**config.mk**
```make
export PLATFORM = sky130hd
export DESIGN_NAME = rv32_gpio_io
export DESIGN_NICKNAME = d
export VERILOG_FILES = /design/src/rtl/rv32_io_pkg.sv /design/src/rtl/rv32_btn_debounce.sv /design/src/rtl/rv32_gpio_io.sv
export SDC_FILE = /design/constraint.sdc
export NUM_CORES = 1
export LEC_CHECK = 0
export CORE_ASPECT_RATIO = 0.6
export CORE_UTILIZATION = 55
export CTS_BUF_LIST = sky130_fd_sc_hd__clkbuf_4 sky130_fd_sc_hd__clkbuf_8 sky130_fd_sc_hd__clkbuf_16
export CTS_CLUSTER_DIAMETER = 150
export CTS_CLUSTER_SIZE = 10
export DETAILED_ROUTE_END_ITERATION = 8
export GPL_ROUTABILITY_DRIVEN = 0
export GPL_TIMING_DRIVEN = 0
export PLACE_DENSITY = 0.83
export SLEW_MARGIN = 20
export SYNTH_ARGS = -nofsm -noshare
export SYNTH_HDL_FRONTEND = slang
export SYNTH_HIERARCHICAL = 1
export SYNTH_SLANG_ARGS = --single-unit
```
**constraint.sdc**
```tcl
create_clock -name clk -period 6.1 [get_ports clk]
set_clock_uncertainty 0.2 [all_clocks]
set_input_delay 0.915 -clock clk [delete_from_list [all_inputs] [get_ports clk]]
set_output_delay 0.915 -clock clk [all_outputs]
set_load 0.02 [all_outputs]
```
**src/rtl/rv32_io_pkg.sv**
```systemverilog
// Shared definitions for the rv32 io bus peripherals: base addresses and the
// GPIO register offsets within its 32-byte window.
package rv32_io_pkg;

  localparam logic [31:0] IO_BASE_GPIO = 32'h8000_0000;

  localparam logic [2:0] GPIO_LED_OUT  = 3'd0;
  localparam logic [2:0] GPIO_LED_TGL  = 3'd1;
  localparam logic [2:0] GPIO_BTN_LVL  = 3'd2;
  localparam logic [2:0] GPIO_BTN_EDGE = 3'd3;
  localparam logic [2:0] GPIO_BTN_IE   = 3'd4;

  function automatic logic [31:0] be_mask(input logic [3:0] be);
    return {{8{be[3]}}, {8{be[2]}}, {8{be[1]}}, {8{be[0]}}};
  endfunction

endpackage

```
**src/rtl/rv32_btn_debounce.sv**
```systemverilog
// Per-button 2-FF synchroniser and hold-time debouncer; rise pulses in the
// cycle before the debounced level goes high.
module rv32_btn_debounce #(
  parameter int unsigned WIDTH        = 4,
  parameter logic [15:0] DEBOUNCE_CYC = 16'd50000
) (
  input  logic             clk,
  input  logic             reset,
  input  logic [WIDTH-1:0] d_in,
  output logic [WIDTH-1:0] level,
  output logic [WIDTH-1:0] rise
);

  for (genvar g = 0; g < WIDTH; g++) begin : g_btn
    logic        meta_q, sync_q, stable_q, stable_d;
    logic [15:0] cnt_q, cnt_d;

    // Any return of sync to the stable level restarts the hold count.
    always_comb begin
      stable_d = stable_q;
      cnt_d    = '0;
      if (sync_q != stable_q) begin
        if (cnt_q == DEBOUNCE_CYC - 16'd1) stable_d = sync_q;
        else                               cnt_d    = cnt_q + 16'd1;
      end
    end

    always_ff @(posedge clk or negedge reset) begin
      if (!reset) begin
        meta_q   <= 1'b0;
        sync_q   <= 1'b0;
        stable_q <= 1'b0;
        cnt_q    <= '0;
      end else begin
        meta_q   <= d_in[g];
        sync_q   <= meta_q;
        stable_q <= stable_d;
        cnt_q    <= cnt_d;
      end
    end

    assign level[g] = stable_q;
    assign rise[g]  = stable_d & ~stable_q;
  end

endmodule

```
**src/rtl/rv32_gpio_io.sv**
```systemverilog
// Memory-mapped GPIO: LED output/toggle registers, debounced button levels,
// sticky rising-edge capture with per-button interrupt enables.
module rv32_gpio_io
  import rv32_io_pkg::*;
#(
  parameter logic [31:0]         BASE_ADDR    = IO_BASE_GPIO,
  parameter int unsigned         NUM_LED      = 8,
  parameter int unsigned         NUM_BTN      = 4,
  parameter logic [15:0]         DEBOUNCE_CYC = 16'd50000,
  parameter logic [NUM_LED-1:0]  LED_RST      = '0
) (
  input  logic               clk,
  input  logic               reset,
  input  logic [29:0]        io_addr,
  output logic [31:0]        io_rdata,
  input  logic               io_we,
  input  logic [3:0]         io_be,
  input  logic [31:0]        io_wdata,
  input  logic [NUM_BTN-1:0] btn_in,
  output logic [NUM_LED-1:0] led_out,
  output logic               irq
);

  logic               hit;
  logic [2:0]         off;
  logic [31:0]        mask, wbits;
  logic [NUM_LED-1:0] led_q, led_d;
  logic [NUM_BTN-1:0] edge_q, edge_d, ie_q, ie_d;
  logic [NUM_BTN-1:0] btn_lvl, btn_rise;
  logic               irq_q;
  logic               unused_wr;

  assign hit       = (io_addr[29:3] == BASE_ADDR[31:5]);
  assign off       = io_addr[2:0];
  assign mask      = be_mask(io_be);
  assign wbits     = io_wdata & mask;
  assign unused_wr = ^{wbits, mask};

  rv32_btn_debounce #(
    .WIDTH        (NUM_BTN),
    .DEBOUNCE_CYC (DEBOUNCE_CYC)
  ) u_deb (
    .clk   (clk),
    .reset (reset),
    .d_in  (btn_in),
    .level (btn_lvl),
    .rise  (btn_rise)
  );

  // Rise is ORed in after the W1C clear so a coincident set wins.
  always_comb begin
    led_d  = led_q;
    edge_d = edge_q;
    ie_d   = ie_q;
    if (io_we && hit) begin
      case (off)
        GPIO_LED_OUT:  led_d  = (led_q & ~mask[NUM_LED-1:0]) | wbits[NUM_LED-1:0];
        GPIO_LED_TGL:  led_d  = led_q ^ wbits[NUM_LED-1:0];
        GPIO_BTN_EDGE: edge_d = edge_q & ~wbits[NUM_BTN-1:0];
        GPIO_BTN_IE:   ie_d   = (ie_q & ~mask[NUM_BTN-1:0]) | wbits[NUM_BTN-1:0];
        default: ;
      endcase
    end
    edge_d = edge_d | btn_rise;
  end

  always_ff @(posedge clk or negedge reset) begin
    if (!reset) begin
      led_q  <= LED_RST;
      edge_q <= '0;
      ie_q   <= '0;
      irq_q  <= 1'b0;
    end else begin
      led_q  <= led_d;
      edge_q <= edge_d;
      ie_q   <= ie_d;
      irq_q  <= |(edge_q & ie_q);
    end
  end

  always_comb begin
    io_rdata = '0;
    if (hit) begin
      case (off)
        GPIO_LED_OUT:  io_rdata[NUM_LED-1:0] = led_q;
        GPIO_BTN_LVL:  io_rdata[NUM_BTN-1:0] = btn_lvl;
        GPIO_BTN_EDGE: io_rdata[NUM_BTN-1:0] = edge_q;
        GPIO_BTN_IE:   io_rdata[NUM_BTN-1:0] = ie_q;
        default: ;
      endcase
    end
  end

  assign led_out = led_q;
  assign irq     = irq_q;

endmodule

```
==> impl_metrics.tcl, run 1 <==
set metrics [dict create \
    hpwl_um 7970 \
    coreArea_mm2 0.00869 \
    synth-compound-area-share 0.0599 \
    fin_crit_sh 0.712 \
    muxShareOfSynthArea 0.0300 \
    area_growth_pct 24.1 \
    yosysMostFrequentCell "dfrtp_1" \
    numCtsBuffers 9 \
    wl_per_cell_um 15.4 \
    clock_path_buffers 2 \
    slew_headroom 0.615 \
    r2r_end "u_deb/g_btn[1].cnt_q[11]$_DFF_PN0_" \
    cts_tree "yes" \
    cp-end-kind "primary output" \
    synthArstFlopShare 1.00 \
    diodes 0 \
    synth_top_area_frac 0.465 \
    min_path_cells 0 \
    outcome "complete, no violations" \
    cts_hold_buf 0 \
    grt_first_pass_wirelength_um 18400 \
    root_buffer "clkbuf_16" \
    leakagePower_nw 2.62 \
    drv_cap 0 \
    post_cts_buffers 0 \
    min_to "u_deb/g_btn[3].sync_q$_DFF_PN0_" \
    die_x_um 125 \
    dr.first_iter.drc_count 264 \
    rows 26 \
    num-fill-cells 611 \
    r2r_cells 6 \
    synthTopCellsByArea "dfrtp_1, xnor2_1, nor2_1, buf_4, nand4_1" \
    syn_inst 487 \
    worstSetupPathType "input port to primary output" \
    synth_cell_types 55 \
    r2r_setup_slack_ns 3.99 \
    ys.warnings.count 6 \
    grt-ovfl-total 0 \
    port_buffers 62 \
    routed_wirelength_um 10800 \
    reg2reg_from "u_deb/g_btn[1].cnt_q[0]$_DFF_PN0_" \
    synth_edf_count 0 \
    synth-simple-area-share 0.272 \
    syn_avg_cell_area_um2 10.3 \
    arrival_ns 3.23 \
    synth_top_family_by_area "simple AND/OR/NAND/NOR gates" \
    initial_core_util 0.577 \
    seq_area_frac_synth 0.465 \
    cts_sinks 93 \
    syn_area_mm2 0.00501 \
    ioPinCount 114 \
    slew_violations 0 \
    clock_latency_ns 0.34 \
    path_max_fanout 8 \
    min_from "u_deb/g_btn[3].meta_q$_DFF_PN0_" \
    hold_viol 0 \
    antenna_found_initial 0 \
    fin_nets 661 \
    hold_slack_ns 0.149 \
    drive_above_1_share 0.136 \
    grt_pass1_vias 3978 \
    die_y_um 75.9 \
    ys_top_cells_by_count "dfrtp_1, nor2_1, xnor2_1" \
    remaining_drc_errors 0 \
    cp-start-kind "input port" \
    die_area_mm2 0.00951 \
    min_period_ns 4.35 \
    rsz0062_at_grt "false" \
    ys_seq_elements 93 \
    path_clk_slew_ns 0.06 \
    cp.required_ns 4.98 \
    grt_max_degree 53 \
    dr.pass1.iters 7 \
    vias 3958 \
    yosysTopAreaCell "dfrtp_1" \
    ant_nets 0 \
    power.density_mw_per_mm2 218 \
    ir_drop_v 0.000132 \
    via_per_inst 5.65 \
    fin_setup_tns_ns 0 \
    cts_resized 0 \
    yosys_most_used_dff "dfrtp_1" \
    grt_usage 0.243 \
    max_freq_mhz 230 \
    setup_viol 0 \
    synth_xor_area_frac 0.101 \
    min_path_type "flip-flop to flip-flop" \
    htreeDepth 3 \
    synthAdderAreaFrac 0.00999 \
    tightestPinTransition_ns 0.577 \
]
-- logic make-up (layout without fill, tap and decap cells) --
logic type	Yosys count	count (layout)
flops	93	93
mux	12	12
buf+inv	48	127
fa+ha+maj	4	4
other cells	1	24
simple gates	235	235
xor+xnor	58	58
compound gates	36	36
-- worst max-delay path, cell delays in order --
cell and delay (ns):
clkdlybuf4s50_1 0.41, nor4_2 0.33, and4_1 0.24, buf_4 0.17, and2_1 0.31, and4b_1 0.24
clkdlybuf4s50_1 0.61
-- metrics by stage --
step	total power, mW	worst slack, ns	cell area (um2)	util	instances
CTS	1.36	1.76	6220	0.716	701
detailed placement	0.752	1.76	5880	0.677	685
global route	1.41	1.63	6220	0.716	701
floorplan	0.695	2.94	5100	-	510
global placement	0.747	0.631	5860	0.674	684
finish	1.35	1.75	6220	0.716	701
-- cell usage in the layout (no fill, tap or decap), types with 8 or more instances in the layout --
cell and n:
xor2_1 11, clkbuf_16 9, nor3_1 17, and3_1 8, nand2_1 27, clkdlybuf4s50_1 61
nand3_1 20, conb_1 24, nor2_1 69, nor4_1 13, buf_4 31, xnor2_1 47
inv_1 10, dfrtp_1 93, nand4_1 22
-- layer usage --
layer / track usage / share of wire / up-vias
met1: 0.330 / 0.47 / 1920
met3: 0.0480 / 0.051 / 21
met2: 0.390 / 0.47 / 122
met4: 0.0841 / 0.015 / 0
met5: 0 / 0 / -
li1: - / - / 1895
-- how the worst max path moves through the flow --
stage,cells after the start,startpoint,end,slack [ns]
3_5_place_dp,7,io_addr[16],io_rdata[6],1.76
5_1_grt,6,io_addr[0],io_rdata[2],1.63
2_1_floorplan,5,io_addr[20],io_rdata[4],2.94
4_1_cts,7,io_addr[13],io_rdata[6],1.76
6_report,7,io_addr[13],io_rdata[6],1.75
3_3_place_gp,1,reset,u_deb/g_btn[3].cnt_q[14]$_DFF_PN0_,0.63
-- report_power, final --
group          internal (mW)  switching (mW)
Clock                  0.382           0.230
Combinational         0.0520          0.0551
Sequential             0.626         0.00822
-- cell type report --
type	count	area (um2)	area share
Timing Repair Buffer	63	646	0.104
Buffer	38	272	0.0437
Sequential cell	93	2330	0.374
Multi-Input combinational cell	369	2460	0.396
Clock buffer	11	253	0.0407
Clock inverter	5	81.3	0.0131
Inverter	10	37.5	0.00604
Tap cell	112	140	0.0225
No activity file was read; power rests on OpenSTA's default activity.
==> inputs of run 2 (changes only) <==
CORE_UTILIZATION = 46   (was 55)
PLACE_DENSITY = 0.74   (was 0.83)
clock period = 3.9 ns   (was 6.1 ns; I/O delays follow)
==> run 2 against run 1 <==
Combinational power grew 58%. Hold slack better by 0.0043 ns. Highest routed layer unchanged. Critical endpoint is now io_rdata[2]. Global-route usage fell by 3.6 points. Routed wire length shrank 0.20%. Non-clock buffer count is 1 higher.
==> impl_metrics.tcl, run 2 (synthesis results as in run 1) <==
set metrics [dict create \
    clock_path_buffers 2 \
    grt_max_degree 72 \
    path_clk_slew_ns 0.06 \
    crit_chain "clkdlybuf4s50_1, clkbuf_1, mux2i_1, a2bb2oi_1, o21ai_0, and2_1, clkdlybuf4s50_1" \
    hpwl_um 7870 \
    fin_nets 662 \
    grt_usage 0.206 \
    min_path_type "flip-flop to flip-flop" \
    die_x_um 137 \
    slew_headroom 0.584 \
    diodes 0 \
    num-fill-cells 885 \
    grt_first_pass_wirelength_um 18400 \
    outcome "complete, no violations" \
    dr.pass1.iters 4 \
    rows 29 \
    ir_drop_v 0.000246 \
    min_period_ns 3.78 \
    cts_sinks 93 \
    fin_crit_sh 0.970 \
    min_path_cells 0 \
    vias 3901 \
    initial_core_util 0.473 \
    antenna_found_initial 1 \
    cts_tree "yes" \
    htreeDepth 3 \
    cpMostUsedCell "clkdlybuf4s50_1" \
    slew_violations 0 \
    numCtsBuffers 9 \
    setup_viol 0 \
    slowest_delay_ns 0.60 \
    grt_pass1_vias 3815 \
    die_area_mm2 0.0113 \
    grt-ovfl-total 0 \
    crit_path_top_delay_cell "clkdlybuf4s50_1" \
    cp.required_ns 3.12 \
    cp-start-kind "input port" \
    reg2reg_from "u_deb/g_btn[3].cnt_q[0]$_DFF_PN0_" \
    drive_above_1_share 0.136 \
    min_to "u_deb/g_btn[1].sync_q$_DFF_PN0_" \
    coreArea_mm2 0.0106 \
    layoutNonFillerInstCount 728 \
    routed_wirelength_um 10800 \
    clock_latency_ns 0.34 \
    dp.cells 712 \
    r2r_end "u_deb/g_btn[3].cnt_q[14]$_DFF_PN0_" \
    die_y_um 82.8 \
    path_max_fanout 10 \
    ant_nets 0 \
    via_per_inst 5.36 \
    root_buffer "clkbuf_16" \
    final_cell_mix "dfrtp_1, nor2_1, clkdlybuf4s50_1" \
    drv_cap 0 \
    wl_per_cell_um 14.8 \
    power.density_mw_per_mm2 334 \
    post_cts_buffers 0 \
    dr.first_iter.drc_count 186 \
    ioPinCount 114 \
    hold_viol 0 \
    port_buffers 62 \
    hold_slack_ns 0.153 \
    cp-end-kind "primary output" \
    r2r_cells 6 \
    final_common_cell "dfrtp_1" \
    area_growth_pct 24.7 \
    worstSetupPathType "input port to primary output" \
    arrival_ns 3.00 \
    regArea_mm2 0.00233 \
    min_from "u_deb/g_btn[1].meta_q$_DFF_PN0_" \
    r2r_setup_slack_ns 1.77 \
    tightestPinTransition_ns 0.624 \
    leakagePower_nw 2.62 \
    rsz0062_at_grt "false" \
    multi_input_area_mm2 0.00246 \
    remaining_drc_errors 0 \
    max_freq_mhz 264 \
]
==> run 2: cell count changes in the layout (fill, tap and decap cells not counted), sizes merged <==
cell / previous run / this run
inv: 11 / 10
clkbuf: 15 / 16
clkinvlp: 1 / 0
dlygate4sd3: 0 / 1
buf: 36 / 35
clkinv: 1 / 2
==> run 2: where the power goes <==
group / internal, mW / total (mW) / switching [mW]
logic: 0.0822 / 0.169 / 0.0870
clock network: 0.572 / 0.927 / 0.355
registers: 0.979 / 0.992 / 0.0128
==> run 2: how the worst max path moves through the flow <==
| stage | from | endpoint | cells after the start |
|---|---|---|---|
| 2_1_floorplan | io_addr[20] | io_rdata[4] | 5 |
| 3_3_place_gp | reset | u_deb/g_btn[0].cnt_q[11]$_DFF_PN0_ | 1 |
| 4_1_cts | io_addr[0] | io_rdata[2] | 6 |
| 5_1_grt | io_addr[2] | io_rdata[2] | 7 |
| 6_report | io_addr[2] | io_rdata[2] | 7 |
| 3_5_place_dp | io_addr[0] | io_rdata[2] | 6 |
==> run 2: critical path, delay by kind of cell <==
| kind | cells | cell delay [ns] |
|---|---|---|
| buffers and inverters | 3 | 1.61 |
| multiplexers | 1 | 0.17 |
| AND/OR/NAND/NOR | 1 | 0.19 |
| AO/OA/AOI/OAI | 2 | 0.44 |
==> run 2: through the flow <==
stage | util | total power [mW] | setup TNS [ns] | area, um2 | setup slack, ns
2_1_floorplan | - | 1.09 | 0 | 5100 | 1.40
3_3_place_gp | 0.556 | 1.17 | -119.48 | 5890 | -1.29
3_5_place_dp | 0.559 | 1.18 | 0 | 5920 | 0.159
4_1_cts | 0.589 | 2.11 | 0 | 6240 | 0.149
5_1_grt | 0.589 | 2.18 | 0 | 6240 | 0.0593
6_report | 0.589 | 2.09 | 0 | 6240 | 0.117
==> run 2: layout make-up <==
cell class,instances,share of cell area
Clock inverter,4,0.0118
Inverter,10,0.00601
Multi-Input combinational cell,369,0.394
Sequential cell,93,0.373
Clock buffer,11,0.0385
Tap cell,139,0.0279
Buffer,38,0.0437
Timing Repair Buffer,64,0.106
==> run 2: routing by layer <==
metal / vias up / global-route usage / wire, um / share of wire
met4: 0 / 0.0566 / 121 / 0.011
met5: - / 0 / 0 / 0
li1: 1884 / - / - / -
met2: 92 / 0.306 / 4890 / 0.45
met1: 1911 / 0.294 / 5220 / 0.48
met3: 14 / 0.0580 / 558 / 0.052
==> run 2: repair_timing <==
| item | CTS | global route |
|---|---|---|
| setup endpoints to repair | 0 | 1 |
| hold endpoints to repair | 22 | 0 |
| gates resized for setup | 0 | 1 |
| hold buffers | 1 | 0 |
==> inputs of run 3 (changes only) <==
CTS_CLUSTER_DIAMETER = default   (was 150)
==> results of run 3 <==
No change in the layout: final DEF, timing and power equal those of run 2.
==> RTL edit 1: new RTL, settings of run 2 <==
`NUM_BTN`: 4 -> 8.
--- a/src/rtl/rv32_gpio_io.sv
+++ b/src/rtl/rv32_gpio_io.sv
@@ -5,7 +5,7 @@
 #(
   parameter logic [31:0]         BASE_ADDR    = IO_BASE_GPIO,
   parameter int unsigned         NUM_LED      = 8,
-  parameter int unsigned         NUM_BTN      = 4,
+  parameter int unsigned         NUM_BTN      = 8,
   parameter logic [15:0]         DEBOUNCE_CYC = 16'd50000,
   parameter logic [NUM_LED-1:0]  LED_RST      = '0
 ) (
Ports: changed (resized btn_in); port bits go from 114 to 118. No check against the original RTL was run, so the function may have changed too.
==> RTL edit 1 against run 2 <==
  * Routed wire length increased by 83%
  * Sequential cell count increased by 84
  * Total power increased by 82%
  * Global-route usage increased by 0.42 points
  * Register-to-register slack got worse by 190 ps
  * Count of clock-buffer cells in the layout increased by 9
  * Design area increased by 70%
  * Worst setup slack got worse by 37 ps
  * Area after synthesis increased by 79%
  * Critical path depth increased by 1
  * Sequential power increased by 91%
==> RTL edit 1: results (changes against run 2) <==
metric,value,unit,change
wl_met2,8.41,mm,+72%
nFillCells,1610,,+82%
dpl-instance-area,0.0100,sq mm,+69%
grt_pass1_wl,32.9,mm,+79%
critPathLaunch,io_addr[1],,
track_usage,0.210,,+0.00416
final_net_count,1082,,+63%
vias,6812,,+75%
clockNetworkAreaShare,0.0548,,+0.00448
synth_fa_ha_area_frac,0.0112,,+0.00119
ys_seq_area_frac,0.495,,+0.0304
inv_count,21,,+11
r2r_setup_slack,1580,ps,-190 ps
totalWireLength,19.7,mm,+83%
synth_compound_area_frac,0.0516,,-0.00835
layout-drive-gt1-share,0.107,,-0.0289
synthTopCellsByArea,"dfrtp_1, xnor2_1, nor2_1",,
grtUsageMet1,0.317,,+0.0234
grt_max_degree,94,,+31%
synth_common_cells,"dfrtp_1, nor2_1, xnor2_1",,
dp_hpwl,13.8,mm,+76%
dp.cells,1221,,+71%
fmax,0.262,GHz,-0.97%
holdCritStartpoint,u_deb/g_btn[5].meta_q$_DFF_PN0_,,
antenna_found_initial,0,,-1
h-tree-depth,4,,+1
use_met3,0.0529,,-0.00511
p_leak,0.00436,uW,+67%
timing.hold.ws,150,ps,-3.39 ps
cp.arrival,3030,ps,+30 ps
num_tap_cells,246,,+77%
r2r_start,u_deb/g_btn[3].cnt_q[4]$_DFF_PN0_,,
synth_xor_area_frac,0.114,,+0.0121
status,"finished, final reports clean",,
multi_input_area_share,0.397,,+0.00267
min_to,u_deb/g_btn[5].sync_q$_DFF_PN0_,,
vdd_drop_max,0.294,mV,+19%
clkLatencyLatePin,430,ps,+90 ps
muxShareOfSynthArea,0.0289,,-0.00103
met3WireLength,1.09,mm,+95%
place_ws,-420,ps,-579 ps
firstDrtPassIters,5,,+1
r2r-end,u_deb/g_btn[3].cnt_q[10]$_DFF_PN0_,,
cts_resized,5,,+5
grt_pass1_vias,6388,,+67%
[RTL edit 1: cell types whose count changed in the layout (fill, tap and decap cells not counted), moves of 14 or more]
cell,before,now
dfrtp_1,93,177
nand4_1,22,42
nor2_1,69,135
mux2_2,3,17
o31ai_1,3,18
nand2_1,27,55
xnor2_1,47,86
nor4_1,13,32
nand3_1,20,48
xor2_1,11,30
[RTL edit 1: power by group]
part	internal (uW)	switching [uW]	total (uW)
logic	95.8	137	233
clock network	935	744	1680
registers	1860	27.2	1890
[RTL edit 1: kinds of logic (layout without fill, tap and decap cells)]
| logic type | after synthesis | count (layout) |
|---|---|---|
| buf+inv | 76 | 174 |
| compound gates | 63 | 63 |
| flops | 177 | 177 |
| other cells | 1 | 24 |
| mux | 23 | 23 |
| xor+xnor | 116 | 116 |
| fa+ha+maj | 8 | 8 |
| simple gates | 425 | 425 |
==> RTL edit 2: new RTL, settings of run 2 <==
Without the edit above. Make the reset (`reset`) synchronous in 2 clocked blocks.
--- a/src/rtl/rv32_btn_debounce.sv
+++ b/src/rtl/rv32_btn_debounce.sv
@@ -25,7 +25,7 @@
       end
     end
 
-    always_ff @(posedge clk or negedge reset) begin
+    always_ff @(posedge clk) begin
       if (!reset) begin
         meta_q   <= 1'b0;
         sync_q   <= 1'b0;
--- a/src/rtl/rv32_gpio_io.sv
+++ b/src/rtl/rv32_gpio_io.sv
@@ -64,7 +64,7 @@
     edge_d = edge_d | btn_rise;
   end
 
-  always_ff @(posedge clk or negedge reset) begin
+  always_ff @(posedge clk) begin
     if (!reset) begin
       led_q  <= LED_RST;
       edge_q <= '0;
Behaviour: differs if reset is asserted again (counterexample within 4 cycles, from zero or initial values and one cycle with reset low); with reset held inactive, the same outputs for 10 cycles.
==> RTL edit 2 against run 2 <==
  * Worst setup slack better by 10 ps
  * Total power is 3.4% lower
  * Die area is 5.5% lower
  * Design area is 5.1% lower
  * Largest power group unchanged
  * Sequential cell count stayed put
  * Critical endpoint is now io_rdata[3]
  * Routed wire length is 5.5% higher
  * Sequential share of layout area is 5.8 points lower
  * Area after synthesis is 5.6% lower
==> RTL edit 2: results (changes against run 2) <==
metric,value,unit,change
cts_resized,0,,unchanged
antenna_found_initial,0,,-1
cts-buffers-inserted,9,,unchanged
r2r_start,u_deb/g_btn[0].cnt_q[0]$_SDFF_PP0_,,
swShare,0.231,,+0.0131
vias,4198,,+7.6%
final_net_count,716,,+8.2%
status,"finished, final reports clean",,
firstDrtPassIters,5,,+1
holdCritStartpoint,u_deb/g_btn[0].meta_q$_SDFF_PN0_,,
wl_met2,5.13,mm,+5.0%
p_clk,916,uW,-1%
grt_pass1_vias,3855,,+1.0%
layout-drive-gt1-share,0.106,,-0.0302
dpl-instance-area,0.00559,sq mm,-5.5%
hold_path.class,reg -> reg,,
m1WireLength,5.45,mm,+4.4%
ys_seq_area_frac,0.394,,-0.0707
synthTopCellsByArea,"dfxtp_1, xnor2_1, nor2_1",,
drtIter0Drc,307,,+65%
synth_compound_area_frac,0.0646,,+0.00464
synth_xor_area_frac,0.109,,+0.00792
vdd_drop_max,0.235,mV,-4.7%
powerComb,144,uW,-15%
worstMarginPinSlew,805,ps,+181 ps
dr.max_layer_used,met4,,
grt_pass1_wl,18.2,mm,-0.90%
grtUsageMet1,0.295,,+0.00169
synth_fa_ha_area_frac,0.0106,,+0.000598
synthArstFlopShare,0,,-1.00
ys_types,50,,-9.1%
met3WireLength,697,um,+25%
synth_flop_cell,dfxtp_1,,
dp_hpwl,8.56,mm,+8.8%
synth_common_cells,"dfxtp_1, nor2_1, xnor2_1",,
p_leak,0.00205,uW,-22%
powerSeq,958,uW,-3.4%
io_buffers,61,,-1.6%
muxShareOfSynthArea,0.0259,,-0.00403
cp.arrival,2990,ps,about the same
critPathLaunch,io_addr[5],,
==> RTL edit 2: final timing paths <==
kind	endpoint	slack (ps)	cells after the start
worst max register to register	u_deb/g_btn[0].cnt_q[5]$_SDFF_PP0_	1680	7
worst max-delay path	io_rdata[3]	130	7
worst min-delay path	u_deb/g_btn[0].sync_q$_SDFF_PN0_	240	1
worst min register to register	u_deb/g_btn[0].sync_q$_SDFF_PN0_	240	1
==> RTL edit 2: metrics by stage <==
| stage | worst slack, ps | std cells |
|---|---|---|
| 6_report | 127 | 779 |
| 5_1_grt | 27.5 | 779 |
| 4_1_cts | 113 | 779 |
| 3_5_place_dp | 107 | 763 |
| 3_3_place_gp | 153 | 763 |
| 2_1_floorplan | 1320 | 567 |
==> RTL edit 2: cell type report <==
cell class | instances | area, sq um
clock inverters | 6 | 77.6
plain buffers | 47 | 293
clock buffers | 10 | 239
multi-input cells | 415 | 2630
well taps | 135 | 169
fillers | 859 | 3990
flip-flops and latches | 93 | 1860
inverters | 12 | 45.0
repair buffers | 61 | 611
